===== src/rtl/ip_seq_ctrl.sv =====
// Instruction-pointer sequencing control: picks the next-IP source each cycle, owns the IP
// register, a return-address stack and the single-level interrupt entry/exit handshake.
module ip_seq_ctrl #(
  parameter logic [31:0] RESET_VEC = 32'h0000_0000,
  parameter int          DEPTH     = 8,
  parameter int          PTR_W     = 3
) (
  input  logic             clk,
  input  logic             reset,
  input  logic             adv,
  input  logic             br_taken,
  input  logic             call,
  input  logic             ret,
  input  logic [31:0]      br_target,
  input  logic             irq,
  input  logic             int_en,
  input  logic [31:0]      int_vec,
  output logic [2:0]       IP_sel,
  output logic [31:0]      ip,
  output logic             int_ack,
  output logic             in_isr,
  output logic             stack_err,
  output logic [PTR_W:0]   sp
);

  typedef enum logic {
    ST_INIT,
    ST_RUN
  } state_t;

  localparam logic [2:0] SEL_SEQ  = 3'b000;
  localparam logic [2:0] SEL_TGT  = 3'b001;
  localparam logic [2:0] SEL_STK  = 3'b010;
  localparam logic [2:0] SEL_INT  = 3'b011;
  localparam logic [2:0] SEL_RST  = 3'b100;
  localparam logic [2:0] SEL_HOLD = 3'b111;

  localparam logic [PTR_W:0] SP_ONE  = (PTR_W+1)'(1);
  localparam logic [PTR_W:0] SP_FULL = (PTR_W+1)'(DEPTH);
  localparam logic [31:0]    IP_STEP = 32'd4;

  state_t           r_state;
  state_t           w_state_next;
  logic [31:0]      r_ip;
  logic [31:0]      w_ip_next;
  logic [31:0]      w_ip_seq;
  logic [PTR_W:0]   r_sp;
  logic [PTR_W:0]   w_sp_next;
  logic             r_in_isr;
  logic             r_stack_err;
  logic [31:0]      r_stack [DEPTH];

  logic [2:0]       w_ip_sel;
  logic             w_int_ack;
  logic             w_push_req;
  logic             w_pop;
  logic [31:0]      w_push_data;
  logic             w_set_isr;
  logic             w_clr_isr;
  logic             w_set_err;
  logic             w_full;
  logic             w_empty;
  logic             w_push_ok;
  logic [PTR_W-1:0] w_top_idx;
  logic [PTR_W-1:0] w_wr_idx;

  assign w_full    = (r_sp == SP_FULL);
  assign w_empty   = (r_sp == '0);
  assign w_ip_seq  = r_ip + IP_STEP;
  assign w_top_idx = PTR_W'(r_sp - SP_ONE);
  assign w_wr_idx  = r_sp[PTR_W-1:0];
  assign w_push_ok = w_push_req & ~w_full;

  // Request arbitration: one source per advancing cycle, lower-priority requests are dropped.
  always_comb begin
    // NOTE: every always_comb output gets a default first so no path can infer a latch.
    w_state_next = r_state;
    w_ip_sel     = SEL_HOLD;
    w_int_ack    = 1'b0;
    w_push_req   = 1'b0;
    w_push_data  = r_ip;
    w_pop        = 1'b0;
    w_set_isr    = 1'b0;
    w_clr_isr    = 1'b0;
    w_set_err    = 1'b0;
    unique case (r_state)
      ST_INIT: begin
        w_ip_sel     = SEL_RST;
        w_state_next = ST_RUN;
      end
      ST_RUN: begin
        if (adv) begin
          if (irq && int_en && !r_in_isr) begin
            w_ip_sel    = SEL_INT;
            w_int_ack   = 1'b1;
            w_push_req  = 1'b1;
            w_push_data = r_ip;
            w_set_isr   = 1'b1;
            w_set_err   = w_full;
          end else if (ret) begin
            if (!w_empty) begin
              w_ip_sel  = SEL_STK;
              w_pop     = 1'b1;
              w_clr_isr = 1'b1;
            end else begin
              w_ip_sel  = SEL_SEQ;
              w_set_err = 1'b1;
            end
          end else if (call) begin
            w_ip_sel    = SEL_TGT;
            w_push_req  = 1'b1;
            w_push_data = w_ip_seq;
            w_set_err   = w_full;
          end else if (br_taken) begin
            w_ip_sel = SEL_TGT;
          end else begin
            w_ip_sel = SEL_SEQ;
          end
        end
      end
      default: begin
        w_ip_sel     = SEL_RST;
        w_state_next = ST_INIT;
      end
    endcase
  end

  always_comb begin
    w_ip_next = r_ip;
    unique case (w_ip_sel)
      SEL_SEQ: w_ip_next = w_ip_seq;
      SEL_TGT: w_ip_next = br_target;
      SEL_STK: w_ip_next = r_stack[w_top_idx];
      SEL_INT: w_ip_next = int_vec;
      SEL_RST: w_ip_next = RESET_VEC;
      default: w_ip_next = r_ip;
    endcase
  end

  always_comb begin
    w_sp_next = r_sp;
    if (w_push_ok) begin
      w_sp_next = r_sp + SP_ONE;
    end else if (w_pop) begin
      w_sp_next = r_sp - SP_ONE;
    end
  end

  // NOTE: state registers use non-blocking assignments so every flop samples pre-edge values.
  always_ff @(posedge clk or posedge reset) begin
    if (reset) begin
      r_state     <= ST_INIT;
      r_ip        <= RESET_VEC;
      r_sp        <= '0;
      r_in_isr    <= 1'b0;
      r_stack_err <= 1'b0;
    end else begin
      r_state <= w_state_next;
      r_ip    <= w_ip_next;
      r_sp    <= w_sp_next;
      if (w_set_isr) begin
        r_in_isr <= 1'b1;
      end else if (w_clr_isr) begin
        r_in_isr <= 1'b0;
      end
      if (w_set_err) begin
        r_stack_err <= 1'b1;
      end
    end
  end

  // NOTE: stack storage has no reset; entries above sp are never read, so contents are don't-care.
  always_ff @(posedge clk) begin
    if (w_push_ok) begin
      r_stack[w_wr_idx] <= w_push_data;
    end
  end

  assign IP_sel    = w_ip_sel;
  assign ip        = r_ip;
  assign int_ack   = w_int_ack;
  assign in_isr    = r_in_isr;
  assign stack_err = r_stack_err;
  assign sp        = r_sp;

endmodule


===== config.mk =====
export PLATFORM = sky130hd
export DESIGN_NAME = ip_seq_ctrl
export DESIGN_NICKNAME = d
export VERILOG_FILES = /design/src/rtl/ip_seq_ctrl.sv
export SDC_FILE = /design/constraint.sdc
export NUM_CORES = 1
export LEC_CHECK = 0
export CAP_MARGIN = 20
export CORE_MARGIN = 2
export CORE_UTILIZATION = 54
export CTS_BUF_LIST = sky130_fd_sc_hd__clkbuf_8
export DETAILED_ROUTE_END_ITERATION = 6
export PLACE_DENSITY = 0.75
export SLEW_MARGIN = 20
export SYNTH_ARGS = -nofsm -noshare
export SYNTH_HDL_FRONTEND = slang
export SYNTH_SLANG_ARGS = --single-unit

===== constraint.sdc =====
create_clock -name clk -period 4.7 [get_ports clk]
set_clock_uncertainty 0.05 [all_clocks]
set_input_delay 0.47 -clock clk [delete_from_list [all_inputs] [get_ports clk]]
set_output_delay 0.47 -clock clk [all_outputs]
set_load 0.02 [all_outputs]

==> After elaboration in Yosys (flattened, before gate mapping) <==
Memory sizes are Yosys's and may differ from the RTL's.
Cells that the tools add are included.
{ "totals": {"wordCells": 63, "out_inout_bits": 42, "memories": 1, "ram_bits": 256, "register_bits": 39} }
{ "op_classes": {"bitwise": 3, "n_reduce_logical": 8, "n_addsub": 3, "n_mux": 38, "eq_ne": 5} }
{ "mem_list": {"columns": ["name", "depth", "word_bits", "rd", "rd_clocked_by_memory_dff", "wr", "line_no", "rtl"], "rows": [
  ["r_stack", 8, 32, 1, 0, 1, "51", "logic [31:0] r_stack [DEPTH];"]
]} }
{ "ops": {"columns": ["op", "count"], "rows": [
  ["$mux 32", 5],
  ["$pmux 32 s5", 1],
  ["$add 32x3->32 const B", 1],
  ["$mux 1", 25],
  ["$mux 3", 3],
  ["$mux 4", 2],
  ["$eq 3x2->1 const B", 2],
  ["$pmux 3 s2", 1],
  ["$reduce_bool 5->1", 1],
  ["$add 4x1->4 const B", 1],
  ["$eq 4x4->1 const B", 1],
  ["$logic_not 4->1", 1],
  ["$reduce_bool 2->1", 2],
  ["$sub 4x1->4 const B", 1],
  ["$eq 3x1->1 const B", 1],
  ["$eq 3x3->1 const B", 1],
  ["$logic_not 3->1", 1],
  ["$logic_and 1x1->1", 2],
  ["$mux 2", 1],
  ["$not 1->1", 2],
  ["$and 1x1->1", 1],
  ["$logic_not 1->1", 1]
]} }

==> Logic depth before layout (Yosys ltp) <==
Gate-level depths: netlist of the first run.
{ "logic_depth": {"word_depth": 8, "ltp_mapped": 13, "depth_no_buf": 8} }

==> Least setup slack after synthesis of the first run <==
Ideal clock, no wire load.
{ "synth_path": {"path_type": "reg-to-reg", "from": "reg r_sp[0] (netlist: sp[0])", "to": "mem r_stack[5][0], enable pin", "slack_ns": -0.258, "arrival_ns": 4.441, "n_path_buf": 3, "path_stages_with_launch": 10, "required_ns": 4.182, "setup_time_ns": 0.468, "synth_period_minus_slack_ns": 4.958, "path_cell_list": "dfrtp_1 -> buf_2 -> buf_2 -> buf_2 -> inv_1 -> ha_1 -> nand3b_1 -> o2111a_1 -> nand2_1 -> nor3b_1"} }
{ "synth_between": {"elab_chain_cells": 5} }
{ "synth_lines": {"columns": ["item", "line_no", "rtl"], "rows": [
  ["from (decl)", "47", "logic [PTR_W:0] r_sp;"],
  ["from (signal assigned)", "160", "r_sp <= w_sp_next;"],
  ["$eq 4x4->1", "67", "assign w_full = (r_sp == SP_FULL);"],
  ["$not 1->1", "72", "assign w_push_ok = w_push_req & ~w_full;"],
  ["$and 1x1->1", "72", null],
  ["$mux 1", "174", "if (w_push_ok) begin"],
  ["$mux 1 (not written as such)", "175", "r_stack[w_wr_idx] <= w_push_data;"],
  ["to (decl)", "51", null]
]} }
Parallel ways exist; a longest one is shown, timed or not.

==> Worst setup path after layout of the first run <==
{ "layout_path": {"from": "reg r_sp[0] (netlist: sp[0])", "to": "out IP_sel[1]"} }
{ "layout_between": {"elab_chain_cells": 6} }
{ "layout_lines": {"columns": ["item", "line_no", "rtl"], "rows": [
  ["$logic_not 4->1", "68", "assign w_empty = (r_sp == '0);"],
  ["$mux 2", "101", "if (!w_empty) begin"],
  ["$mux 3", "100", "end else if (ret) begin"],
  ["$mux 3", "93", "if (irq && int_en && !r_in_isr) begin"],
  ["$mux 3", "92", "if (adv) begin"],
  ["$pmux 3 s2", "86", "unique case (r_state)"],
  ["to (decl)", "18", "output logic [2:0] IP_sel,"]
]} }
Every way passes these cells.

==> results of run 1 <==
## metal layers
metal	GRT usage (%)	vias to the layer above
met5	0	-
met4	11.0	0
met3	3.83	76
met2	46.2	470
met1	39.1	4163
li1	-	3646
## metrics by stage
step                      instance area, um2  hold WS (ns)  utilization [%]  TNS, ns
after floorplan                        12800         0.511                -    -7.23
after global placement                 14400         0.465             61.6        0
after detailed placement               14400         0.449             61.6        0
after CTS                              15200         0.119             65.1        0
after global routing                   15200         0.135             65.1        0
final                                  15200         0.130             65.1        0
## cells in the mapped netlist (12+ instances only)
cell type  instances
buf_2             24
nand3_1           26
o21ai_0           16
edfxtp_1         256
nor2_1            41
nand2_1          117
nor3_1            16
dfrtp_1           39
xor2_1            16
xnor2_1           19
nand4_1           12
clkbuf_1          24
a221oi_1          25
mux4_2            54
a21oi_1           52
## logic make-up (layout without fill, tap and decap cells)
family / count (synthesis) / after routing / share of synthesized area [%]
muxes: 63 / 63 / 10.2
other: 1 / 1 / 0.0292
adders and majority gates: 3 / 3 / 0.293
and+or+nand+nor: 246 / 246 / 9.22
xor gates and xnor gates: 35 / 35 / 2.39
buffers and inverters: 65 / 229 / 2.28
AOI/OAI and AO/OA: 153 / 153 / 8.07
DFF: 295 / 295 / 67.5
## registers in the layout, indices dropped and copies added (netlist names)
| register | flops |
|---|---|
| ip | 32 |
| r_state | 1 |
| in_isr | 1 |
| stack_err | 1 |
| r_stack | 256 |
| sp | 4 |
## cell type report
| class | count | area share [%] |
|---|---|---|
| inverters | 8 | 0.197 |
| well taps | 319 | 2.62 |
| clock inverters | 31 | 0.830 |
| repair buffers | 140 | 8.84 |
| clock buffers | 50 | 4.52 |
| multi-input cells | 501 | 26.1 |
| flip-flops and latches | 295 | 56.9 |
## how the worst max path moves through the flow
stage	end	slack [ns]	depth (start not counted)
3_5_place_dp	r_stack[3][24]	1.35	6
3_3_place_gp	r_stack[4][20]	1.45	6
2_1_floorplan	r_stack[1][0]	-0.06	9
6_report	IP_sel[1]	1.20	6
4_1_cts	IP_sel[1]	1.15	6
5_1_grt	IP_sel[1]	0.96	6
## power groups by stage
stage,logic [W],registers (W),clock network [W]
after floorplan,0.00196,0.00352,0
after global placement,0.00290,0.00356,0
after detailed placement,0.00296,0.00357,0
after CTS,0.00298,0.00352,0.00196
after global routing,0.00318,0.00355,0.00207
final,0.00297,0.00352,0.00194
## worst max-delay path, cell delays in order (launching register included)
cell and delay, ns:
dfrtp_4 0.64, inv_1 0.22, ha_2 0.32, nor3b_1 0.41, nor2b_1 0.10, o21a_1 0.18
clkdlybuf4s50_1 0.55
==> flow_summary.ini, run 1 <==
[layout]
layout_commonest_cell = edfxtp_1
nets = 1068
multi_input_area_um2 = 3970
synthToLayoutAreaGrowth_pct = 18.7
num-fill-cells = 1708
antennaDiodeCount = 0
final_layout_size_suffix_gt1_share_pct = 16.3
final_cell_mix = edfxtp_1, nand2_1, clkdlybuf4s50_1, mux4_2, a21oi_1
layout.cells.non_filler = 1344
regArea_um2 = 8670

[place]
numPortBuffers = 113
gp_congestion = 0.841
place_ws_ns = 1.35
hpwlAfterDp_um = 21200
dp_cells = 1263

[yosys]
syn_area_um2 = 12800
yosysTopAreaCell = edfxtp_1
ys_seq_area_share_pct = 67.5
synth_area_per_cell_um2 = 14.9
synth_ff_type = edfxtp_1
synth.area.top_cells = edfxtp_1, mux4_2, dfrtp_1
synth_top_area_share_pct = 59.9
synth_nets = 936
synth.distinct_cells = 59
netlist_instances = 861
yosys_warnings = 0
synth-edff-count = 256
ys_ff_latch = 295
synthArstFlopShare_pct = 13.2

[pwr]
switchingPower_w = 0.00299
power_w = 0.00843
p_per_area_nw_per_um2 = 554
intPower_w = 0.00544
power_frac_clock_pct = 23.0
ir_worst_vdd_mv = 0.418
seqPwrFrac_pct = 41.8
sw_frac_of_total_pct = 35.5
p_leak_nw = 5.16
combPwrFrac_pct = 35.2

[worst_setup_path]
endpoint_kind = primary output
rr_worst_depth = 7
r2r_slack_ns = 1.38
crit_required_ns = 4.18
r2r-end = r_stack[2][30]
cp-start-kind = register
r2r-start = ip[2]
crit_path_max_fanout = 21
crit_start = sp[0]
critPathArrivalTime_ns = 2.98
criticalPathCategory = register to primary output

[routing]
maxUsedRoutingLayer = met4
wl_per_cell_um = 25.4
wl_met1_um = 13500
dr_wl_met3_um = 2680
routed_wl_um = 34100
avgViaCountPerCell = 6.22
dr.first_iter.drc_count = 959
ant_nets = 0
dr_wl_met2_um = 16800
num_vias = 8355
drc = 14
dr.pass1.iters = 7

[floorplan]
core_area_um2 = 23400
die_w_um = 158
initial_utilization_pct = 54.8
rows = 56
die_area_um2 = 25000
die_h_um = 158
io_pins = 114

[run_status]
status = finished with violations
violations = DRC

[sta]
slew_viol_final = 0
rsz0062_at_grt = no
worstMarginPinSlew_ns = 0.933
hold_viol_final = 0
worst_slack_ns = 1.20
max_slew_margin_pct = 37.8
period_share_pct = 74.5
min_period_ns = 3.50
setup_viol = 0
fmax_mhz = 285

[global_routing]
grt_first_pass_wirelength_um = 51400
antenna_found_initial = 0
grt_pass1_vias = 8497
grt_max_degree = 45
groute.usage.overall_pct = 28.3
grt.overflow.total = 0

[flow_run]
drv_cap = 0

[clocking]
cts.sinks = 295
postCtsSetupRepairBufs = 0
htreeDepth = 2
insertion_delay_ns = 0.56
cts_buffers = 47
cts_tree = done
ctsHoldBuffers = 0
clk_pin_slew_ns = 0.06
cts_root_buffer = clkbuf_8
ctsResizeCount = 0
cts_buffer_depth = 3

[worst_hold_path]
hold_class = input port to async pin
Power figures use the tool's default switching activity.
==> run 2: changes to the inputs <==
--- a/config.mk
+++ b/config.mk
@@ -7,10 +7,10 @@
 export LEC_CHECK = 0
 export CAP_MARGIN = 20
 export CORE_MARGIN = 2
-export CORE_UTILIZATION = 54
+export CORE_UTILIZATION = 60
 export CTS_BUF_LIST = sky130_fd_sc_hd__clkbuf_8
 export DETAILED_ROUTE_END_ITERATION = 6
-export PLACE_DENSITY = 0.75
+export PLACE_DENSITY = 0.8
 export SLEW_MARGIN = 20
 export SYNTH_ARGS = -nofsm -noshare
 export SYNTH_HDL_FRONTEND = slang
==> constraint.sdc (replaced) <==
create_clock -name clk -period 3.5 [get_ports clk]
set_clock_uncertainty 0.05 [all_clocks]
set_input_delay 0.35 -clock clk [delete_from_list [all_inputs] [get_ports clk]]
set_output_delay 0.35 -clock clk [all_outputs]
set_load 0.02 [all_outputs]
==> flow_summary.ini, run 2 (synthesis results as in run 1) <==
[run_status]
status = finished clean

[routing]
dr.first_iter.drc_count = 1158
wl_per_cell_um = 24.7
routed_wl_um = 32200
drc = 0
avgViaCountPerCell = 6.41
num_vias = 8374
dr.pass1.iters = 7
ant_nets = 0

[worst_setup_path]
rr_worst_depth = 9
cp-start-kind = register
critPathArrivalTime_ns = 3.00
crit_required_ns = 3.10
r2r_slack_ns = 0.36
setup.worst_path.end = IP_sel[1]
r2r-start = sp[1]
endpoint_kind = primary output
r2r-end = ip[3]
crit_start = sp[1]
criticalPathCategory = register to primary output
crit_path_max_fanout = 9

[sta]
final.setup.tns_ns = 0
period_share_pct = 97.1
worstMarginPinSlew_ns = 0.999
worst_slack_ns = 0.103
whs_ns = 0.275
fmax_mhz = 294
rsz0062_at_grt = no
max_slew_margin_pct = 33.4
slew_viol_final = 0
hold_viol_final = 0
setup_viol = 0
min_period_ns = 3.40

[place]
place_ws_ns = 0.457
hpwlAfterDp_um = 19800
numPortBuffers = 113
gp_congestion = 0.856

[global_routing]
grt_first_pass_wirelength_um = 48100
grt.overflow.total = 0
grt_max_degree = 61
grt_pass1_vias = 8291
antenna_found_initial = 0
groute.usage.overall_pct = 29.2

[layout]
regMostFlops = r_stack
antennaDiodeCount = 0
final_layout_size_suffix_gt1_share_pct = 16.9
nets = 1072
num-fill-cells = 1313
final_cell_mix = edfxtp_1, nand2_1, clkdlybuf4s50_1, mux4_2
layout_commonest_cell = edfxtp_1
largest_register_ffs = 256
synthToLayoutAreaGrowth_pct = 20.3
final_core_util_pct = 73.4

[worst_hold_path]
hold_class = input port to async pin

[floorplan]
initial_utilization_pct = 61.0
die_area_um2 = 22600
die_w_um = 150
die_h_um = 150
io_pins = 114
rows = 53
core_area_um2 = 21000

[clocking]
ctsHoldBuffers = 0
cts_tree = done
cts_buffers = 47
htreeDepth = 2
postCtsSetupRepairBufs = 0
cts_buffer_depth = 3
cts_root_buffer = clkbuf_8
cts.sinks = 295
ctsResizeCount = 0
insertion_delay_ns = 0.55
clk_pin_slew_ns = 0.06

[pwr]
p_per_area_nw_per_um2 = 748
power_w = 0.0115
ir_worst_vdd_mv = 0.535
p_leak_nw = 5.29

[flow_run]
drv_cap = 0
run 2: final cells by class:
type                    count  area (um2)  share of cell area (%)
flip-flops and latches    295        8670                    56.2
well taps                 275         344                    2.23
repair buffers            144        1530                    9.89
multi-input cells         501        3990                    25.9
inverters                   8        30.0                   0.195
clock buffers              52         716                    4.64
clock inverters            32         158                    1.02
run 2: how the worst min path moves through the flow:
stage / from / end / depth (start not counted)
2_1_floorplan: br_target[0] / ip[0] / 2
3_3_place_gp: in_isr / in_isr / 1
3_5_place_dp: in_isr / in_isr / 1
4_1_cts: reset / ip[15] / 2
5_1_grt: reset / ip[16] / 2
6_report: reset / ip[16] / 2
run 2: critical path, stage by stage (launching register included):
cell             delay (ns)
dfrtp_1                0.55
inv_1                  0.28
ha_2                   0.35
nor3b_1                0.42
nor2b_1                0.10
o21a_1                 0.21
clkdlybuf4s50_1        0.54
run 2: power by group:
| part | total, W | switching, W | internal (W) |
|---|---|---|---|
| combinational | 0.00416 | 0.00235 | 0.00181 |
| clock | 0.00272 | 0.00129 | 0.00143 |
| sequential | 0.00466 | 0.000354 | 0.00430 |
| total | 0.0115 | 0.00400 | 0.00754 |
run 2: metrics by stage:
| step | cell area [um2] | instances |
|---|---|---|
| floorplan | 12900 | 861 |
| global placement | 14600 | 1223 |
| detailed placement | 14600 | 1223 |
| CTS | 15400 | 1307 |
| global route | 15400 | 1307 |
| finish | 15400 | 1307 |
run 2: layer usage:
| metal | vias to the layer above | track usage, % | part of all wire (%) |
|---|---|---|---|
| met2 | 517 | 47.5 | 49 |
| met1 | 4144 | 41.2 | 39 |
| met3 | 60 | 5.58 | 10 |
| met5 | - | 0 | 0 |
| li1 | 3653 | - | - |
| met4 | 0 | 8.54 | 1.9 |
==> run 3: changes to the inputs <==
--- a/config.mk
+++ b/config.mk
@@ -5,12 +5,12 @@
 export SDC_FILE = /design/constraint.sdc
 export NUM_CORES = 1
 export LEC_CHECK = 0
-export CAP_MARGIN = 20
 export CORE_MARGIN = 2
 export CORE_UTILIZATION = 60
 export CTS_BUF_LIST = sky130_fd_sc_hd__clkbuf_8
 export DETAILED_ROUTE_END_ITERATION = 6
 export PLACE_DENSITY = 0.8
+export SKIP_LAST_GASP = 1
 export SLEW_MARGIN = 20
 export SYNTH_ARGS = -nofsm -noshare
 export SYNTH_HDL_FRONTEND = slang
==> results of run 3 <==
The final DEF is identical to that of run 2; final timing and power are the same.
